--- config.mk ---
export PLATFORM = sky130hd
export DESIGN_NAME = rate_mult_bank
export DESIGN_NICKNAME = d
export VERILOG_FILES = /design/src/rtl/rate_mult_bank.sv
export SDC_FILE = /design/constraint.sdc
export NUM_CORES = 1
export LEC_CHECK = 0
export CAP_MARGIN = 20
export CELL_PAD_IN_SITES_DETAIL_PLACEMENT = 0
export CELL_PAD_IN_SITES_GLOBAL_PLACEMENT = 2
export CORE_MARGIN = 8
export CORE_UTILIZATION = 40
export CTS_BUF_LIST = sky130_fd_sc_hd__clkbuf_8
export DETAILED_ROUTE_END_ITERATION = 10
export PLACE_DENSITY = 0.82
export REMOVE_ABC_BUFFERS = 1
export SKIP_CTS_REPAIR_TIMING = 1
export SYNTH_ARGS = -nofsm -noshare
export SYNTH_HDL_FRONTEND = slang
export SYNTH_SLANG_ARGS = --single-unit
export TNS_END_PERCENT = 5
--- constraint.sdc ---
create_clock -name clk -period 2.4 [get_ports clk]
set_input_delay 0.24 -clock clk [delete_from_list [all_inputs] [get_ports clk]]
set_output_delay 0.24 -clock clk [all_outputs]
set_load 0.01 [all_outputs]
--- src/rtl/rate_mult_bank.sv ---
// rate_mult_bank: bank of rate multipliers sharing one period counter.
// Each tick advances the counter. The counter's trailing-ones pattern picks one
// stage, and each channel's rate bit for that stage decides whether it pulses.
// Rate words are double-buffered: a write lands in a pending register and is
// committed to the active rate at the next period wrap or sync.
// Optional feature: define RATE_MULT_BANK_PCNT_EN to add per-channel
// saturating pulse counters on the pulse_cnt output.
module rate_mult_bank #(
    parameter int WIDTH    = 8,
    parameter int CHANNELS = 2,
    parameter int CH_W     = 1
) (
    input  logic                clk,
    input  logic                rst,
    input  logic                tick,
    input  logic                sync,
    input  logic                rate_wr_valid,
    input  logic [CH_W-1:0]     rate_wr_ch,
    input  logic [WIDTH-1:0]    rate_wr_data,
    output logic                rate_wr_ready,
    output logic [CHANNELS-1:0] out_pulse,
    output logic                period_done
`ifdef RATE_MULT_BANK_PCNT_EN
    ,
    output logic [CHANNELS*16-1:0] pulse_cnt
`endif
);

    logic [WIDTH-1:0]                 cnt_q;
    logic [CHANNELS-1:0][WIDTH-1:0]   active_q;
    logic [CHANNELS-1:0][WIDTH-1:0]   pending_q;
    logic [CHANNELS-1:0]              pend_q;
    logic [CHANNELS-1:0]              out_pulse_q;
    logic [CHANNELS-1:0]              out_pulse_d;
    logic [CHANNELS-1:0]              wr_accept;
    logic                             period_done_q;
    logic                             period_done_d;
    logic [WIDTH-1:0]                 stage_fire;
    logic                             ones_below;

    // Stage k fires when bit k is the lowest zero of the counter; all ones fires nothing.
    always_comb begin
        stage_fire = '0;
        ones_below = 1'b1;
        for (int k = 0; k < WIDTH; k++) begin
            stage_fire[k] = ones_below & ~cnt_q[k];
            ones_below    = ones_below & cnt_q[k];
        end
    end

    // Stage k is weighted by rate bit WIDTH-1-k, so the MSB fires every other tick.
    always_comb begin
        out_pulse_d = '0;
        for (int ch = 0; ch < CHANNELS; ch++) begin
            for (int k = 0; k < WIDTH; k++) begin
                out_pulse_d[ch] = out_pulse_d[ch] | (stage_fire[k] & active_q[ch][WIDTH-1-k]);
            end
        end
    end

    // Write handshake: a channel accepts only while its pending slot is free; out-of-range channels are always ready and ignored.
    always_comb begin
        rate_wr_ready = 1'b1;
        wr_accept     = '0;
        for (int ch = 0; ch < CHANNELS; ch++) begin
            if (rate_wr_ch == CH_W'(ch)) begin
                rate_wr_ready = ~pend_q[ch];
                wr_accept[ch] = rate_wr_valid & ~pend_q[ch];
            end
        end
    end

    assign period_done_d = tick & ~sync & (&cnt_q);

    // Counter, commit and output registers; sync beats tick, and a write landing in a commit cycle waits for the next one.
    always_ff @(posedge clk) begin
        if (rst) begin
            cnt_q         <= '0;
            active_q      <= '0;
            pending_q     <= '0;
            pend_q        <= '0;
            out_pulse_q   <= '0;
            period_done_q <= 1'b0;
        end else begin
            out_pulse_q   <= '0;
            period_done_q <= 1'b0;
            if (sync) begin
                cnt_q <= '0;
                for (int ch = 0; ch < CHANNELS; ch++) begin
                    if (pend_q[ch]) begin
                        active_q[ch] <= pending_q[ch];
                    end
                end
                pend_q <= '0;
            end else if (tick) begin
                cnt_q       <= cnt_q + 1'b1;
                out_pulse_q <= out_pulse_d;
                if (period_done_d) begin
                    period_done_q <= 1'b1;
                    for (int ch = 0; ch < CHANNELS; ch++) begin
                        if (pend_q[ch]) begin
                            active_q[ch] <= pending_q[ch];
                        end
                    end
                    pend_q <= '0;
                end
            end
            for (int ch = 0; ch < CHANNELS; ch++) begin
                if (wr_accept[ch]) begin
                    pending_q[ch] <= rate_wr_data;
                    pend_q[ch]    <= 1'b1;
                end
            end
        end
    end

    assign out_pulse   = out_pulse_q;
    assign period_done = period_done_q;

`ifdef RATE_MULT_BANK_PCNT_EN
    logic [CHANNELS-1:0][15:0] pcnt_q;

    // Per-channel pulse counters that stick at full scale until reset or sync.
    always_ff @(posedge clk) begin
        if (rst || sync) begin
            pcnt_q <= '0;
        end else begin
            for (int ch = 0; ch < CHANNELS; ch++) begin
                if (out_pulse_q[ch] && (pcnt_q[ch] != 16'hFFFF)) begin
                    pcnt_q[ch] <= pcnt_q[ch] + 16'd1;
                end
            end
        end
    end

    assign pulse_cnt = pcnt_q;
`else
    // Counter-less build: no pulse_cnt port and no counter state.
`endif

endmodule

* After elaboration in Yosys (flattened, before gate mapping) *
Index checks and enable logic that the tools add are counted.

storage, ports and cells
  word-level logic and storage cells = 95
  register bits = 45
  output and inout bits = 4
  input port bits = 14

operators by class
  muxes and demuxes = 14
  bitwise gates (word level) = 59
  reductions and logical operators = 12
  add/sub/neg operators = 1

operators with widths
  kind                                                            number
  16-bit 2-to-1 mux                                               3
  1-bit bitwise AND                                               33
  8-bit 2-to-1 mux                                                2
  1-bit bitwise OR                                                14
  1-bit inverter                                                  12
  3-bit nonzero test                                              4
  8-bit by 1-bit adder with 8-bit output (second input constant)  1
  8-bit AND reduction                                             1
  1-bit 2-to-1 mux                                                6
  2-bit 2-to-1 mux                                                3
  2-bit AND reduction                                             3
  2-bit nonzero test                                              2
  3-bit OR reduction                                              1
  2-bit OR reduction                                              1

* Longest topological paths before layout *
Gate-level depths: netlist (run 1).

  word-level depth = 10
  gate-level depth with buffers = 6
  depth with buffers taken out = 6

* Least setup slack after synthesis (run 1) *
No wires, ideal clock.

  kind = register to register
  start point = register cnt_q[0]
  end point = register active_q[10] (netlist name)
  required time = 2.340 ns
  cell stages (with the launch flop) = 6
  slack = 0.872 ns
  arrival = 1.469 ns
  buffers on the path = 0
  cells stage by stage = dfxtp_1 ha_1 nand4_4 o21ba_4 nor3b_4 a22o_1

between the ends
  longest elaborated chain between the ends = 4

RTL lines
  what                             RTL line  RTL
  from (decl)                      29        logic [WIDTH-1:0] cnt_q;
  from (signal assigned)           96        cnt_q <= cnt_q + 1'b1;
  8-bit AND reduction              73        assign period_done_d = tick & ~sync & (&cnt_q);
  1-bit bitwise AND                73
  2-bit nonzero test (no line)     --
  2-bit AND reduction (no line)    --
  to (signal, indexed assignment)  91        active_q[ch] <= pending_q[ch];
  to (signal, indexed assignment)  102       active_q[ch] <= pending_q[ch];
  to (decl)                        30        logic [CHANNELS-1:0][WIDTH-1:0] active_q;

No other way between the ends.
A chain may end at the register's enable or synchronous reset.

* Worst setup path in the final report (run 1) *
  start point = register cnt_q[0]
  end point = register active_q[14] (netlist name)

Same word-level chain as after synthesis.

==> results of run 1 <==
==> area by class of cell <==
class / count / area (um^2) / area share, %
clock buffer: 5 / 68.8 / 3.31
clock inverter: 2 / 16.3 / 0.781
inverter: 6 / 22.5 / 1.08
multi-input combinational: 113 / 823 / 39.5
sequential: 45 / 901 / 43.3
tap: 52 / 65.1 / 3.12
timing repair buffer: 19 / 185 / 8.89
==> sequential cells by signal, indices dropped and copies added, names as in the netlist <==
| name | flops |
|---|---|
| pending_q | 16 |
| pend_q | 2 |
| cnt_q | 8 |
| active_q | 16 |
| period_done | 1 |
| out_pulse | 2 |
==> cell families after synthesis <==
logic type | after synthesis | synth area share [%]
multiplexers | 17 | 9.57
XOR/XNOR | 6 | 2.96
buffers and inverters | 13 | 3.03
AO/OA/AOI/OAI | 35 | 15.0
AND/OR/NAND/NOR | 51 | 16.0
flip-flops | 45 | 50.7
adder cells (fa/ha/maj) | 4 | 2.82
==> synthesized netlist by cell type, drive strengths merged, types with 3 or more instances <==
library cell  count
a21oi             4
a22o             16
buf               4
clkbuf            3
dfxtp            45
ha                4
inv               6
mux2i            17
nand3             3
nand3b            3
nand4             3
nor2             31
nor3b             3
o21ai             6
xnor2             3
xor2              3
==> power groups by stage <==
stage,logic (W),clock network [W],registers [W]
3_5_place_dp,0.000105,0,0.000798
5_1_grt,0.000115,0.000512,0.000784
2_1_floorplan,0.0000571,0,0.000793
3_3_place_gp,0.000103,0,0.000798
6_report,0.000104,0.000461,0.000781
4_1_cts,0.000105,0.000479,0.000781
==> critical path: stages (launching register included) <==
cell	delay (ns)
dfxtp_1	0.45
ha_1	0.28
nand4_4	0.17
o21ba_4	0.29
nor3b_4	0.41
a22o_1	0.21
==> through the flow <==
| step | power (W) | instance area, um^2 | hold slack (ns) | cells | setup slack [ns] |
|---|---|---|---|---|---|
| after CTS | 0.00137 | 2080 | 0.481 | 242 | 0.519 |
| after detailed placement | 0.000903 | 2000 | 0.460 | 235 | 0.324 |
| after global placement | 0.000901 | 2000 | 0.453 | 235 | 0.339 |
| after global routing | 0.00141 | 2080 | 0.496 | 242 | 0.403 |
| final | 0.00135 | 2080 | 0.478 | 242 | 0.533 |
| after floorplan | 0.000850 | 1750 | 0.309 | 164 | 0.667 |
==> worst paths after layout <==
kind,start,to
hold / removal,pending_q[13],active_q[13]
hold reg to reg,pending_q[13],active_q[13]
setup reg to reg,cnt_q[0],active_q[14]
setup / recovery,cnt_q[0],active_q[14]
==> layer usage <==
layer  global-route usage, %  up-vias  share of wire, %
met5                       0        -                 0
met4                    6.72        0               2.2
met3                    3.79        8               4.3
met2                    18.6       22                44
met1                    15.1      572                49
li1                        -      642                 -
==> layout by cell type (no fill, tap or decap), drive strengths merged, types with 4 or more instances in the layout <==
cell type	n
inv	6
dfxtp	45
clkbuf	5
mux2i	17
clkdlybuf4s50	17
ha	4
o21ai	6
a21oi	4
nor2	31
a22o	16
==> reports/results.md, run 1 <==
| Step | Quantity | Value |
|---|---|---|
| cts | Clk root buf | clkbuf_8 |
| timing | Final period demand of the worst path | 1.87 ns |
| pwr | Leakage power figure | 0.799 nW |
| finish | Nets | 208 |
| pwr | Part of the total power dissipated in the clock network | 34.3% |
| routing | Vias per std cell | 5.14 |
| grt | Global-route wire length before repair | 6.18 mm |
| hold path | Worst hold path depth | 1 |
| cts | Clk slew on worst S/H paths | 0.08 ns |
| cts | Clock latency on the worst-skew pair | 0.30 ns |
| finish | Filler cell count | 419 |
| synth | Mapped Area | 1780 um^2 |
| job | Max capacitance violation total | 0 |
| timing | Transition at the pin with the smallest max-transition slack | 0.771 ns |
| synth | Sequential-to-total area share from yosys stat | 50.7% |
| synth | YS warnings | 0 |
| hold path | Hold crit path type | reg -> reg |
| synth | Ys flop type | dfxtp_1 |
| finish | Antenna cell count | 0 |
| synth | Library cell with the largest summed area after synthesis | dfxtp_1 |
| timing | Final setup violating endpoints | 0 |
| synth | Count of flip-flops with a built-in enable after synthesis | 0 |
| floorplan | Initial core utilization | 41.1% |
| floorplan | Number of top-level pins | 18 |
| finish | Synth-to-Final Area Change | 17.1% |
| grt | Via count of the first global-routing pass | 1262 |
| place | Post-detail-place hpwl | 2.70 mm |
| setup path | R2r worst-path depth | 5 |
| routing | Routed wire length | 3.70 mm |
| routing | Violation count after the first detailed-routing iteration | 64 |
| pwr | Net Sw Frac | 24.2% |
| grt | GR Util All Layers | 12.3% |
| setup path | WP data arrival | 2.11 ns |
| timing | Headroom to the max-slew limit | 48.6% |
| synth | Number of library cell types mapped by synthesis | 30 |
| timing | Total count of hold-check failures in the final report | 0 |
| pwr | Power per standard cell area | 647 nW/um^2 |
| setup path | Critical path data required time | 2.65 ns |
| place | Routability congestion estimate from global placement | 0.770 |
| routing | First-pass detailed-route iteration total | 4 |
| grt | Overflow left after global routing | 0 |
| cts | TritonCTS clock tree | built |
| timing | Largest clock skew in the final design | 0.00384 ns |
| grt | Maximum number of pins on one net before global-route repair | 23 |
| timing | Maximum achievable frequency | 0.536 GHz |
| pwr | Worst voltage drop across the vdd grid | 287 uV |
| finish | Fraction of final layout cells sized beyond drive strength 1 | 7.89% |
| floorplan | Area of the core region | 4320 um^2 |
| routing | Routed wirelength normalized by instance count | 15.3 um |
| routing | Remaining routing DRC violations | 0 |
| grt | Initial antenna violation count | 0 |
| setup path | Kind of end point of the critical path | flip-flop |
| routing | ANT nets after route | 0 |
| synth | Synthesized flop and latch total | 45 |
| synth | Share of the synthesized area in the top cell type | 50.7% |
| cts | Sinks on Clock Net | 45 |
| outcome | Outcome | finished, final reports clean |
| synth | Average footprint of a synthesized cell | 10.4 um^2 |
| synth | FFs w/ async S/R, synth | 0% |
| timing | Setup TNS Final | 0 ns |
| place | Number of buffer cells added on primary ports | 17 |
| synth | Top cells by area, synth | dfxtp_1 51%, mux2i_1 9.6%, a22o_1 7.9%, nor2_1 6.5%, ha_1 2.8% |
| pwr | Internal power contribution | 0.00102 W |
| timing | Setup repair after global routing missed its margin | no |
| floorplan | Die area | 6830 um^2 |
| timing | Final number of max-transition violations | 0 |
| cts | H-Tree Depth | 2 |
| pwr | Total net switching power | 0.000326 W |
| setup path | Startpoint class of the critical path | flip-flop |
| floorplan | Die Ht | 82.7 um |
| synth | Gate count of the mapped netlist | 171 |
| cts | Cts bufs inserted | 5 |
| finish | Final core utilization | 48.1% |
| pwr | Share of power burned in combinational logic | 7.7% |
| floorplan | Overall die width | 82.7 um |
| floorplan | Std-Cell Rows | 24 |
| cts | Largest buffer count on any clock path | 2 |
| timing | Share of the clock period used by the worst path | 77.8% |
| setup path | Top fanout value on the critical path | 8 |
| pwr | Part of the total power dissipated in sequential elements | 58.0% |
| setup path | Internal reg-to-reg setup slack | 0.53 ns |
| setup path | Classification of the worst setup path | reg -> reg |
| routing | Total vias in the final route | 1244 |
Power figures use the tool's default switching activity.
==> run 2: changes to the inputs <==
--- a/config.mk
+++ b/config.mk
@@ -9,10 +9,10 @@
 export CELL_PAD_IN_SITES_DETAIL_PLACEMENT = 0
 export CELL_PAD_IN_SITES_GLOBAL_PLACEMENT = 2
 export CORE_MARGIN = 8
-export CORE_UTILIZATION = 40
+export CORE_UTILIZATION = 38
 export CTS_BUF_LIST = sky130_fd_sc_hd__clkbuf_8
 export DETAILED_ROUTE_END_ITERATION = 10
-export PLACE_DENSITY = 0.82
+export PLACE_DENSITY = 0.78
 export REMOVE_ABC_BUFFERS = 1
 export SKIP_CTS_REPAIR_TIMING = 1
 export SYNTH_ARGS = -nofsm -noshare
==> constraint.sdc (replaced) <==
create_clock -name clk -period 1.8 [get_ports clk]
set_input_delay 0.18 -clock clk [delete_from_list [all_inputs] [get_ports clk]]
set_output_delay 0.18 -clock clk [all_outputs]
set_load 0.01 [all_outputs]
==> run 2 against run 1 <==
Net effect: final cell count rose by 3.3%; utilization down 2.0 points; clock skew is 0.0013 ns higher; sequential power grew 33%; clock power is 35% higher; fmax up 11%; worst setup slack got worse by 0.41 ns; first-iteration DRC count fell by 34%; routed wire length decreased by 1.6%.
==> reports/results.md, run 2 (synthesis gave the netlist of run 1 again) <==
| Step | Quantity | Value | vs previous |
|---|---|---|---|
| finish | Final std cells w/o fill | 250 | was 242 |
| routing | Remaining routing DRC violations | 0 | unchanged |
| timing | Headroom to the max-slew limit | 56.3% | was 48.6% |
| timing | Share of the clock period used by the worst path | 93.1% | was 77.8% |
| timing | Maximum achievable frequency | 0.597 GHz | was 0.536 GHz |
| timing | Total count of hold-check failures in the final report | 0 | unchanged |
| routing | Routed wire length | 3.64 mm | was 3.70 mm |
| cts | Cts bufs inserted | 5 | unchanged |
| routing | Vias per std cell | 5.05 | was 5.14 |
| outcome | Outcome | finished, final reports clean | unchanged |
| cts | Clk root buf | clkbuf_8 | unchanged |
| setup path | Critical Path, Cell by Cell | ha_1 > nand4_4 > o21ba_4 > nor3b_4 > a22o_1 | unchanged |
| timing | Final period demand of the worst path | 1.68 ns | was 1.87 ns |
| grt | Initial antenna violation count | 0 | unchanged |
| cts | Clk slew on worst S/H paths | 0.08 ns | about the same |
| routing | Total vias in the final route | 1263 | was 1244 |
| finish | Filler cell count | 465 | was 419 |
| routing | ANT nets after route | 0 | unchanged |
| finish | Finished Cell Area | 2130 um^2 | was 2080 um^2 |
| finish | Antenna cell count | 0 | unchanged |
| finish | Nets | 214 | was 208 |
| setup path | Critical-path cell with the highest stage delay | dfxtp_1 | unchanged |
| floorplan | Overall die width | 84.4 um | was 82.7 um |
| cts | Clock latency on the worst-skew pair | 0.29 ns | was 0.30 ns |
| setup path | Buf/Inv on CP | 0 | unchanged |
| floorplan | Std-Cell Rows | 25 | was 24 |
| pwr | Worst voltage drop across the vdd grid | 536 uV | was 287 uV |
| grt | Global-route wire length before repair | 6.11 mm | was 6.18 mm |
| routing | Routed wirelength normalized by instance count | 14.6 um | was 15.3 um |
| grt | Via count of the first global-routing pass | 1253 | was 1262 |
| setup path | R2r worst-path depth | 5 | unchanged |
| timing | Final number of max-transition violations | 0 | unchanged |
| setup path | Top fanout value on the critical path | 8 | unchanged |
| cts | Largest buffer count on any clock path | 2 | unchanged |
| cts | Sinks on Clock Net | 45 | unchanged |
| place | Number of buffer cells added on primary ports | 17 | unchanged |
| place | Routability congestion estimate from global placement | 0.789 | was 0.770 |
| floorplan | Die area | 7120 um^2 | was 6830 um^2 |
| hold path | Worst hold path depth | 1 | unchanged |
| routing | First-pass detailed-route iteration total | 4 | unchanged |
| timing | Final setup violating endpoints | 0 | unchanged |
| grt | Overflow left after global routing | 0 | unchanged |
| place | Post-Place Cell Area | 2030 um^2 | was 2000 um^2 |
| pwr | Leakage power figure | 0.831 nW | was 0.799 nW |
| setup path | Kind of end point of the critical path | flip-flop | unchanged |
| floorplan | Area of the core region | 4630 um^2 | was 4320 um^2 |
| finish | Synth-to-Final Area Change | 20.1% | was 17.1% |
| setup path | CP max stage delay | 0.37 ns | was 0.45 ns |
| timing | Setup repair after global routing missed its margin | no | unchanged |
| finish | Highest-count cells in the layout ignoring fill and taps | 45 x dfxtp_1, 31 x nor2_1, 17 x mux2i_1, 17 x clkdlybuf4s50_1, 16 x a22o_1 | unchanged |
| timing | Transition at the pin with the smallest max-transition slack | 0.656 ns | was 0.771 ns |
| floorplan | Die Ht | 84.4 um | was 82.7 um |
| timing | Setup TNS Final | 0 ns | unchanged |
| cts | TritonCTS clock tree | built | unchanged |
| setup path | WP data arrival | 1.91 ns | was 2.11 ns |
| setup path | Classification of the worst setup path | reg -> reg | unchanged |
| finish | Fraction of final layout cells sized beyond drive strength 1 | 10.7% | was 7.89% |
| routing | Violation count after the first detailed-routing iteration | 42 | was 64 |
| place | Placed cells | 241 | was 235 |
| place | Post-detail-place hpwl | 2.76 mm | was 2.70 mm |
| cts | H-Tree Depth | 2 | unchanged |
| finish | Final core utilization | 46.1% | was 48.1% |
| setup path | Gate family responsible for the most delay along the worst path | simple AND/OR/NAND/NOR gates | unchanged |
| setup path | Critical path data required time | 2.03 ns | was 2.65 ns |
| grt | GR Util All Layers | 10.9% | was 12.3% |
| floorplan | Number of top-level pins | 18 | unchanged |
| hold path | Hold crit path type | reg -> reg | unchanged |
| pwr | Power per standard cell area | 848 nW/um^2 | was 647 nW/um^2 |
| job | Max capacitance violation total | 0 | unchanged |
| finish | Top Registers | active_q: 16 flops, pending_q: 16 flops, cnt_q: 8 flops | unchanged |
| setup path | Startpoint class of the critical path | flip-flop | unchanged |
| floorplan | Initial core utilization | 38.4% | was 41.1% |
| grt | Maximum number of pins on one net before global-route repair | 23 | unchanged |
| finish | Most common cell after layout, fill and taps aside | dfxtp_1 | unchanged |
| setup path | Critical path depth in cells | 5 | unchanged |
| timing | Largest clock skew in the final design | 0.00512 ns | was 0.00384 ns |
-- run 2: changes by cell type in the layout (fill, tap and decap cells not counted), sizes merged --
cell | previous run | this run
clkinv | 1 | 0
clkbuf | 5 | 6
buf | 2 | 8
-- run 2: report_power, final --
group	leakage (nW)	switching [W]	total (W)	internal (W)
Sequential	0.365	0.0000193	0.00104	0.00102
Combinational	0.423	0.0000693	0.000147	0.0000778
Clock	0.0433	0.000319	0.000622	0.000303
-- run 2: final timing paths --
| path | endpoint | start | slack (ns) |
|---|---|---|---|
| max | active_q[1] | cnt_q[1] | 0.12 |
| min | active_q[0] | pending_q[0] | 0.48 |
| max reg2reg | active_q[1] | cnt_q[1] | 0.12 |
| min reg2reg | active_q[0] | pending_q[0] | 0.48 |
-- run 2: layer usage --
layer / global-route usage [%] / part of all wire, %
met1: 13.4 / 49
met2: 16.5 / 45
met3: 4.20 / 4.1
met4: 4.37 / 1.5
met5: 0 / 0
-- run 2: layout make-up --
type	count	area, um^2	area share (%)
Inverter	6	22.5	1.06
Tap cell	54	67.6	3.17
Multi-Input combinational cell	113	823	38.6
Clock buffer	6	82.6	3.87
Timing Repair Buffer	25	230	10.8
Sequential cell	45	901	42.2
Clock inverter	1	7.51	0.352
-- run 2: stage by stage --
stage | power [W] | hold WS (ns) | setup slack, ns
detailed placement | 0.00121 | 0.462 | -0.0147
global route | 0.00191 | 0.500 | 0.0114
finish | 0.00181 | 0.476 | 0.125
floorplan | 0.00113 | 0.249 | 0.0668
CTS | 0.00183 | 0.481 | 0.0778
global placement | 0.00121 | 0.457 | 0.0425
==> run 3: changes to the inputs <==
--- a/config.mk
+++ b/config.mk
@@ -18,4 +18,4 @@
 export SYNTH_ARGS = -nofsm -noshare
 export SYNTH_HDL_FRONTEND = slang
 export SYNTH_SLANG_ARGS = --single-unit
-export TNS_END_PERCENT = 5
+export TNS_END_PERCENT = 10
==> results of run 3 <==
No change in the layout: final DEF, timing and power equal those of run 2.
